`src/rtl/dmem_bus_responder.sv`:
```
// ---------------------------------------------------------------------------
// dmem_bus_responder
//
// Data-memory responder sitting behind the M stage of the 5-stage core. It
// takes the raw M-stage access (unshifted byte write-enable pattern or a load
// request), lane-aligns it onto a 32-bit word bus, runs the req/gnt then
// rvalid handshake and holds the pipeline with core_stall until it is done.
//
// Ports:
//   clk, rst       : clock (rising edge), asynchronous active-high reset
//   core_addr      : M-stage byte address
//   core_wdata     : store data, right-justified
//   core_w_en      : unshifted store byte pattern (0000 = no store)
//   core_rd        : load request
//   core_stall     : freeze the core pipeline
//   core_rdata     : last word returned by a successful bus read, unshifted
//   misalign_err   : one-cycle pulse, misaligned store dropped
//   bus_err        : one-cycle pulse, access timed out
//   bus_req        : bus request (only while in REQ)
//   bus_we         : 1 = write
//   bus_addr       : word address of the captured access
//   bus_be         : byte lanes of the captured access
//   bus_wdata      : lane-aligned store data
//   bus_gnt        : request accepted this cycle
//   bus_rvalid     : bus_rdata valid this cycle
//   bus_rdata      : read word
// ---------------------------------------------------------------------------
module dmem_bus_responder #(
   parameter int unsigned TIMEOUT = 255
) (
   input  logic        clk,
   input  logic        rst,
   input  logic [31:0] core_addr,
   input  logic [31:0] core_wdata,
   input  logic [3:0]  core_w_en,
   input  logic        core_rd,
   output logic        core_stall,
   output logic [31:0] core_rdata,
   output logic        misalign_err,
   output logic        bus_err,
   output logic        bus_req,
   output logic        bus_we,
   output logic [31:0] bus_addr,
   output logic [3:0]  bus_be,
   output logic [31:0] bus_wdata,
   input  logic        bus_gnt,
   input  logic        bus_rvalid,
   input  logic [31:0] bus_rdata
);

   typedef enum logic [1:0] {IDLE, REQ, WAIT_R, DONE} state_t;

   localparam logic [7:0] TIMEOUT_LAST = 8'(TIMEOUT - 1);

   state_t      state;
   state_t      state_next;
   logic [7:0]  cnt;
   logic        is_store;
   logic        access_present;
   logic        misaligned;
   logic        timeout_hit;
   logic        start_access;
   logic        read_done;
   logic [1:0]  offset;
   logic [7:0]  be_shift;
   logic [31:0] wdata_shift;

   // Decode of the incoming M-stage access. A store wins over a load when
   // both are requested. Only sh/sw shapes can be misaligned; any other
   // nonzero pattern is shifted as-is and lanes past byte 3 fall off.
   // timeout_hit uses >= so a late grant that moves a read into WAIT_R on
   // the last allowed cycle still times out on the following cycle.
   always_comb begin
      is_store       = |core_w_en;
      access_present = core_rd | is_store;
      misaligned     = is_store &&
                       (((core_w_en == 4'b0011) && core_addr[0]) ||
                        ((core_w_en == 4'b1111) && (core_addr[1:0] != 2'b00)));
      offset         = core_addr[1:0];
      be_shift       = {4'b0000, core_w_en} << offset;
      wdata_shift    = core_wdata << {offset, 3'b000};
      timeout_hit    = cnt >= TIMEOUT_LAST;
      start_access   = (state == IDLE) && access_present && !misaligned;
      read_done      = ((state == REQ) && bus_gnt && !bus_we && bus_rvalid) ||
                       ((state == WAIT_R) && bus_rvalid);
   end

   // State register. Reset is asynchronous so bus_req, which is decoded
   // from the state, drops the moment rst rises.
   always_ff @(posedge clk or posedge rst) begin
      if (rst) begin
         state <= IDLE;
      end else begin
         state <= state_next;
      end
   end

   // Next-state logic. DONE always returns to IDLE so the request the core
   // is still presenting during DONE is not captured a second time.
   always_comb begin
      state_next = state;
      case (state)
         IDLE: begin
            if (access_present && !misaligned) begin
               state_next = REQ;
            end
         end
         REQ: begin
            if (bus_gnt) begin
               state_next = (bus_we || bus_rvalid) ? DONE : WAIT_R;
            end else if (timeout_hit) begin
               state_next = DONE;
            end
         end
         WAIT_R: begin
            if (bus_rvalid || timeout_hit) begin
               state_next = DONE;
            end
         end
         DONE: begin
            state_next = IDLE;
         end
         default: begin
            state_next = IDLE;
         end
      endcase
   end

   // Output decode. In IDLE the stall is raised combinationally so the core
   // freezes in the same cycle it presents an access; a misaligned store is
   // reported instead and the core moves on. The error pulse only fires when
   // the awaited event is absent on the final allowed cycle.
   always_comb begin
      bus_req      = 1'b0;
      core_stall   = 1'b0;
      misalign_err = 1'b0;
      bus_err      = 1'b0;
      case (state)
         IDLE: begin
            core_stall   = access_present && !misaligned;
            misalign_err = misaligned;
         end
         REQ: begin
            bus_req    = 1'b1;
            core_stall = 1'b1;
            bus_err    = !bus_gnt && timeout_hit;
         end
         WAIT_R: begin
            core_stall = 1'b1;
            bus_err    = !bus_rvalid && timeout_hit;
         end
         default: begin
            core_stall = 1'b0;
         end
      endcase
   end

   // Datapath registers: the bus side is captured once when the access is
   // accepted and then held stable for the whole handshake. Loads keep the
   // previous bus_wdata. core_rdata only changes on a successful read.
   always_ff @(posedge clk or posedge rst) begin
      if (rst) begin
         bus_addr   <= 32'h0;
         bus_be     <= 4'h0;
         bus_wdata  <= 32'h0;
         bus_we     <= 1'b0;
         cnt        <= 8'h0;
         core_rdata <= 32'h0;
      end else begin
         if (start_access) begin
            bus_addr <= {core_addr[31:2], 2'b00};
            bus_we   <= is_store;
            cnt      <= 8'h0;
            if (is_store) begin
               bus_be    <= be_shift[3:0];
               bus_wdata <= wdata_shift;
            end else begin
               bus_be    <= 4'hF;
            end
         end else if ((state == REQ) || (state == WAIT_R)) begin
            cnt <= cnt + 8'h1;
         end
         if (read_done) begin
            core_rdata <= bus_rdata;
         end
      end
   end

endmodule

```
`config.mk`:
```
export PLATFORM = sky130hd
export DESIGN_NAME = dmem_bus_responder
export DESIGN_NICKNAME = d
export VERILOG_FILES = /design/src/rtl/dmem_bus_responder.sv
export SDC_FILE = /design/constraint.sdc
export NUM_CORES = 1
export LEC_CHECK = 0
export ABC_AREA = 0
export BUFFER_PORTS_ARGS = -buffer_cell sky130_fd_sc_hd__buf_2
export CORE_AREA = 2 2 93 162
export CTS_CLUSTER_DIAMETER = 30
export CTS_CLUSTER_SIZE = 40
export DETAILED_ROUTE_END_ITERATION = 12
export DIE_AREA = 0 0 95 164
export GPL_TIMING_DRIVEN = 0
export SLEW_MARGIN = 10
export SYNTH_ARGS = -nofsm -noshare
export SYNTH_HDL_FRONTEND = slang
export SYNTH_SLANG_ARGS = --single-unit
```
`constraint.sdc`:
```
create_clock -name clk -period 4.85 [get_ports clk]
set_input_delay 0.97 -clock clk [delete_from_list [all_inputs] [get_ports clk]]
set_output_delay 0.97 -clock clk [all_outputs]
set_load 0.02 [all_outputs]
```
* Word level (Yosys, flattened, before mapping)
Index checks and enable logic that the tools add are counted.
Cells by class: add/sub/neg operators 1, magnitude comparators 1, eq/ne operators 8, shift-type cells 2, multiplexer cells 13, bitwise operators 1, reductions and logical operators 28
Operators with widths (number):
- left shift 32 x 5 -> 32 bit | 1
- two-way mux 8 bit | 2
- logical AND 1 bit | 12
- adder 8 x 1 -> 8 bit, second input constant | 1
- >= comparator 8 bit, second input constant | 1
- two-way mux 2 bit | 4
- case mux 2 bit (4 select lines) | 1
- logical OR 1 bit | 5
- equality test 2 bit, second input constant | 2
- equality test 4 x 2 -> 1 bit, second input constant | 1
- equality test 4 bit, second input constant | 1
- zero test 1 bit | 4
- two-way mux 4 bit | 1
- inequality test 2 x 1 -> 1 bit, second input constant | 2
- case mux 1 bit (2 select lines) | 2
- nonzero test 2 bit | 2
- OR reduction 4 bit | 1
- left shift 4 x 2 -> 4 bit | 1
- two-way mux 1 bit | 3
- inequality test 3 bit, second input constant | 1
- AND reduction 3 bit | 1
- equality test 2 x 1 -> 1 bit, second input constant | 1
- zero test 2 bit | 1
- AND reduction 2 bit | 1
- other kinds (2) | 2
Word-level totals: register bits after elaboration 109, bits of input ports 105, output and inout bits 105, word-level logic and storage cells 61

* Longest topological paths before layout
Gate-level depths: netlist of the first run.
word-level depth 8, depth in mapped cells 7, depth with buffers taken out 6

* Least setup slack after synthesis of the first run
OpenSTA, ideal clock, no wires.
path type input port to output port, start input port core_w_en[0], end output port core_stall, arrival time 2284 ps, required time 3880 ps, path slack 1596 ps, cell stages on the path 6, path buffers 2, cells stage by stage or4_4 nor2_2 and3b_1 buf_6 buf_6 o21ba_2
On the way: cells in the longest elaborated chain, start to end 7, elaborated cells between the ends (all ways) 11, those cells by class eq/ne (2); mux (1); bitwise (1); reduce/logical (7)
RTL lines:
- from (decl) | line 35 | input logic [3:0] core_w_en,
- equality test 4 x 2 -> 1 bit or equality test 4 bit (tied branches) | line 77, 78
- logical AND 1 bit (on tied branches) | line 77, 78
- logical OR 1 bit | line 77 | (((core_w_en == 4'b0011) && core_addr[0]) ||
- logical AND 1 bit | line 76 | misaligned = is_store &&
- zero test 1 bit | line 140 | core_stall = access_present && !misaligned;
- logical AND 1 bit * | line 140
- case mux 1 bit (2 select lines) * | line 138 | case (state)
- to (decl) | line 37 | output logic core_stall,
Mark *: on every way between the ends. The rest lies on a longest branch, timed or not.

* Final worst setup path of the first run
Same ends and word-level chain as after synthesis.

==> results of run 1 <==
-- metrics by stage --
stage / cell area (sq um) / hold slack (ps) / std cells / worst slack, ps / utilization
after CTS: 6620 / 489 / 793 / 1220 / 0.463
after global routing: 6620 / 499 / 793 / 1150 / 0.463
after global placement: 6280 / 468 / 776 / -235 / 0.439
after detailed placement: 6310 / 473 / 777 / 1230 / 0.442
after floorplan: 5020 / 497 / 389 / 1010 / -
final: 6620 / 491 / 793 / 1230 / 0.463
-- cell families (layout without fill, tap and decap cells) --
family                   count (synthesis)  count (layout)  share of synthesized area
AO/OA/AOI/OAI                           45              45                     0.0591
XOR/XNOR                                 7               7                     0.0122
adder cells (fa/ha/maj)                  6               6                     0.0150
buffers and inverters                   39             263                     0.0384
flip-flops                             109             109                      0.544
multiplexers                           113             113                      0.266
other                                    1               2                   0.000747
AND/OR/NAND/NOR                         68              68                     0.0651
-- registers in the layout (all words and copies together), names as in the netlist --
name	cells
cnt	8
bus_wdata	32
bus_be	4
state	2
core_rdata	32
bus_addr	30
bus_we	1
-- routing by layer --
layer / vias up / share of wire / global-route usage
met4: 0 / 0.035 / 0.0837
met5: - / 0 / 0
met1: 1891 / 0.37 / 0.185
met2: 160 / 0.53 / 0.305
met3: 22 / 0.071 / 0.0394
li1: 1789 / - / -
-- layout make-up --
type | count | area (sq um)
multi-input combinational | 241 | 2100
sequential | 109 | 2730
clock buffer | 9 | 225
timing repair buffer | 208 | 1060
buffer | 24 | 136
inverter | 15 | 61.3
clock inverter | 7 | 83.8
tap | 180 | 225
fill | 1359 | 7670
-- where the power goes --
| group | internal (W) | switching, W |
|---|---|---|
| combinational | 0.000960 | 0.00122 |
| clock | 0.000372 | 0.000381 |
| sequential | 0.00135 | 0.000234 |
| total | 0.00268 | 0.00184 |
-- worst paths after layout --
check / from / endpoint / slack, ps
worst max-delay path: core_w_en[0] / core_stall / 1230
worst min-delay path: bus_wdata[22]$_DFFE_PP0P_ / bus_wdata[22]$_DFFE_PP0P_ / 490
worst max register to register: state[1]$_DFFE_PP0P_ / core_rdata[2]$_DFFE_PP0P_ / 2570
worst min register to register: bus_wdata[22]$_DFFE_PP0P_ / bus_wdata[22]$_DFFE_PP0P_ / 490
max in group asynchronous: rst / core_rdata[2]$_DFFE_PP0P_ / 3580
min in group asynchronous: rst / bus_addr[23]$_DFFE_PP0N_ / 580
-- Yosys cell counts (all sizes together) --
cell       n
and4       1
nand2     22
o21ba      1
or4        1
a211oi    10
o211ai     1
and3b      1
or3b       1
nor2b     10
a31oi      1
o22ai      1
dfrtp    109
conb       1
ha         6
buf       14
nand4      2
xor2       6
mux2i     26
o21ai     12
a21o       1
and3       3
xnor2      1
a2bb2oi    1
o311a      1
a221oi     1
o22a       3
a21oi     10
o2111ai    1
nand2b     1
inv       15
nor2      21
clkbuf    10
a2111o     1
mux2      87
nand3      5
-- critical path, cell delays in order --
cell	delay (ps)
buf_2	130
or4_4	550
nor2_2	130
and3b_1	200
buf_6	150
buf_6	160
o21ba_2	200
buf_2	160
==> flow_summary.yaml, run 1 <==
detailed_routing:
  drt_wl_total_microns: 13400
  ant_nets: 0
  drc: 0
  wl_per_cell_microns: 16.9
  drt_iter0_drc: 85
  firstDrtPassIters: 6
  vias: 3862
  vias_per_cell: 4.87
min_path:
  worstHoldPathCells: 1
  hp-class: "flop to flop"
power_and_ir_drop:
  p_per_area_mw_per_mm2: 683
  finalPower_w: 0.00452
  ir_drop_v: 0.000363
  leakage_nw: 3.33
grt:
  grt_usage: 0.170
  antenna_found_initial: 0
  grt_pass1_vias: 4095
  grt_overflow_total: 0
  grt_first_pass_wirelength_microns: 20400
  grt_max_degree: 75
cells_and_area:
  num_antenna_cells: 0
  area_growth_pct: 32.0
  nNetsFinal: 719
  mostFrequentLayoutCells: "buf_2, dfrtp_1, mux2_2"
  drive_above_1_share: 0.498
  layout_commonest_cell: "buf_2"
yosys:
  synth.avg_cell_area_sq_um: 12.9
  yosysWarnings: 0
  ys_ff_latch: 109
  synth_top_area_frac: 0.544
  yosys.area.top_type: "dfrtp_1"
  ys_top_cells_by_area: "dfrtp_1, mux2_2, mux2_4"
  yosysSeqAreaShare: 0.544
  syn_area_sq_mm: 0.00502
  synth_cells: 388
  ys_types: 42
sta:
  fin_setup_tns_ps: 0
  rsz0062_at_grt: "false"
  hold_violations: 0
  finalSetupViolCount: 0
  fmax_mhz: 276
  post-route-min-period_ps: 3620
  finalCritPeriodShare: 0.747
  finalClockSkew_ps: 12.0
  relSlewSlack: 0.488
  slew_violations: 0
  worst_pin_slew_ps: 767
run:
  max_cap_violations: 0
worst_setup_path:
  crit_required_ps: 3880
  end_kind: "primary output"
  cp_max_fo: 10
  rr_worst_depth: 6
  worstSetupPathType: "input port to primary output"
  crit_path_start_kind: "input port"
  arrival_ps: 2650
placement:
  dp.final_hpwl_microns: 10500
  gp_congestion: 0.820
  io_buffers: 207
floorplanning:
  rows: 58
  coreArea_sq_mm: 0.0143
  initial_utilization: 0.351
  io_pins: 210
  die_x_microns: 95
  die_h_microns: 164
  fp.dieArea_sq_mm: 0.0156
clock_network:
  cts_root_buf: "clkbuf_16"
  cts_tree: "built"
  cts_setup_buffers: 0
  cts-htree-levels: 3
  clk_pin_slew_ps: 80
  cts_made_buffers: 9
  cts_sinks: 109
  cts_buffer_depth: 2
  postCtsResizedCells: 0
  hold_buffers: 0
  clk_latency_ps: 360
status:
  status: "completed"
Note: power is estimated with default switching activity, not from simulation.
==> run 2, diff against run 1 <==
- clock period: 4.85 -> 3 ns (I/O delays scaled with it)
==> flow_summary.yaml, run 2 (same netlist as run 1, synthesis figures left out) <==
detailed_routing:
  drt_iter0_drc: 142
  ant_nets: 0
  firstDrtPassIters: 4
  vias: 3828
  drt_wl_total_microns: 13300
  vias_per_cell: 4.83
  drc: 0
  wl_per_cell_microns: 16.8
power_and_ir_drop:
  power.switching_w: 0.00292
  combPwrFrac: 0.487
  p_per_area_mw_per_mm2: 1090
  leakage_nw: 3.31
  p_int_w: 0.00432
  ir_drop_v: 0.000486
  finalPower_w: 0.00723
  power.share.switching: 0.403
  p_clk_frac: 0.158
  power_frac_seq: 0.356
clock_network:
  clk_pin_slew_ps: 80
  cts-htree-levels: 3
  postCtsResizedCells: 0
  clk_latency_ps: 350
  cts_tree: "built"
  cts_buffer_depth: 2
  cts_setup_buffers: 0
  cts_made_buffers: 9
  cts_sinks: 109
  hold_buffers: 0
  cts_root_buf: "clkbuf_16"
placement:
  dp.final_hpwl_microns: 10500
  dp_cells: 778
  io_buffers: 207
  gp_congestion: 0.843
grt:
  grt_max_degree: 41
  grt_use_met2: 0.310
  grt_usage: 0.168
  met1_usage: 0.184
  busiest_layer: "met2"
  met3_usage: 0.0353
  grt_overflow_total: 0
  antenna_found_initial: 0
  grt_pass1_vias: 4104
  grt_first_pass_wirelength_microns: 20300
min_path:
  hp-class: "input port to asynchronous set/reset pin"
cells_and_area:
  drive_above_1_share: 0.498
  finalNonFillerCells: 793
  num_antenna_cells: 0
  nNetsFinal: 720
  mostFrequentLayoutCells: "buf_2, dfrtp_1, mux2_2"
  fin_util: 0.462
  nFillCells: 1352
  layout_commonest_cell: "buf_2"
  largestRegisters: "bus_wdata x32, core_rdata x32, bus_addr x30"
  multi_input_area_sq_mm: 0.00210
  area_growth_pct: 31.7
  regArea_sq_mm: 0.00273
worst_setup_path:
  crit_chain: "buf_2, or4_4, nor2_2, and3b_1, buf_6, buf_6, o21ba_2, buf_2"
  rrSetupSlack_ps: 760
  rr_worst_depth: 6
  cp_max_fo: 10
  path_buf_inv: 4
  arrival_ps: 2270
  rr_endpoint: "core_rdata[22]$_DFFE_PP0P_"
  r2r_start: "state[1]$_DFFE_PP0P_"
  worstSetupPathType: "input port to primary output"
  crit_path_max_incr_delay_ps: 550
  end_kind: "primary output"
  crit_slowest_cell: "or4_4"
  crit_required_ps: 2400
  crit_path_start_kind: "input port"
  cpLargestDelayFamily: "simple AND/OR/NAND/NOR gates"
sta:
  finalSetupViolCount: 0
  finalClockSkew_ps: 9.72
  slew_violations: 0
  post-route-min-period_ps: 2870
  worst_pin_slew_ps: 829
  relSlewSlack: 0.446
  fmax_mhz: 348
  rsz0062_at_grt: "false"
  hold_violations: 0
  hold_ws_ps: 394
  finalCritPeriodShare: 0.957
  fin_setup_tns_ps: 0
floorplanning:
  die_x_microns: 95
  initial_utilization: 0.351
  rows: 58
  die_h_microns: 164
  io_pins: 210
  coreArea_sq_mm: 0.0143
  fp.dieArea_sq_mm: 0.0156
run:
  max_cap_violations: 0
status:
  status: "completed"
==> run 2: worst max-delay path by stage <==
stage	start	to	depth (start not counted)
2_1_floorplan	core_w_en[0]	core_stall	6
3_3_place_gp	core_w_en[0]	core_stall	8
3_5_place_dp	core_w_en[0]	core_stall	8
4_1_cts	core_w_en[0]	core_stall	8
5_1_grt	core_w_en[0]	core_stall	8
6_report	core_w_en[0]	core_stall	8
==> run 2: worst register-to-register path, cell delays in order, from the launching register on <==
cell,delay [ps]
dfrtp_1,390
inv_1,100
ha_1,220
and3_1,180
o21ai_1,360
clkbuf_1,480
mux2_2,400
==> run 2: final cells by class <==
class	count	area share
plain buffers	24	0.0206
clock buffers	9	0.0341
clock inverters	6	0.00833
inverters	15	0.00909
multi-input cells	241	0.318
flip-flops and latches	109	0.413
well taps	180	0.0341
repair buffers	209	0.163
==> run 2: stage by stage <==
step / area [sq um] / setup slack (ps)
2_1_floorplan: 5020 / 486
3_3_place_gp: 6290 / 129
3_5_place_dp: 6330 / 118
4_1_cts: 6610 / 113
5_1_grt: 6610 / 54.0
6_report: 6610 / 128
==> run 2: power groups by stage <==
stage          combinational, W  clock [W]  sequential, W
2_1_floorplan           0.00157          0        0.00339
3_3_place_gp            0.00350          0        0.00255
3_5_place_dp            0.00357          0        0.00259
4_1_cts                 0.00358    0.00117        0.00258
5_1_grt                 0.00378    0.00124        0.00266
6_report                0.00352    0.00114        0.00257
==> run 2: metal layers <==
layer / part of all wire / routed length (microns)
met1: 0.38 / 4990
met2: 0.54 / 7170
met4: 0.021 / 278
met5: 0 / 0
met3: 0.064 / 853
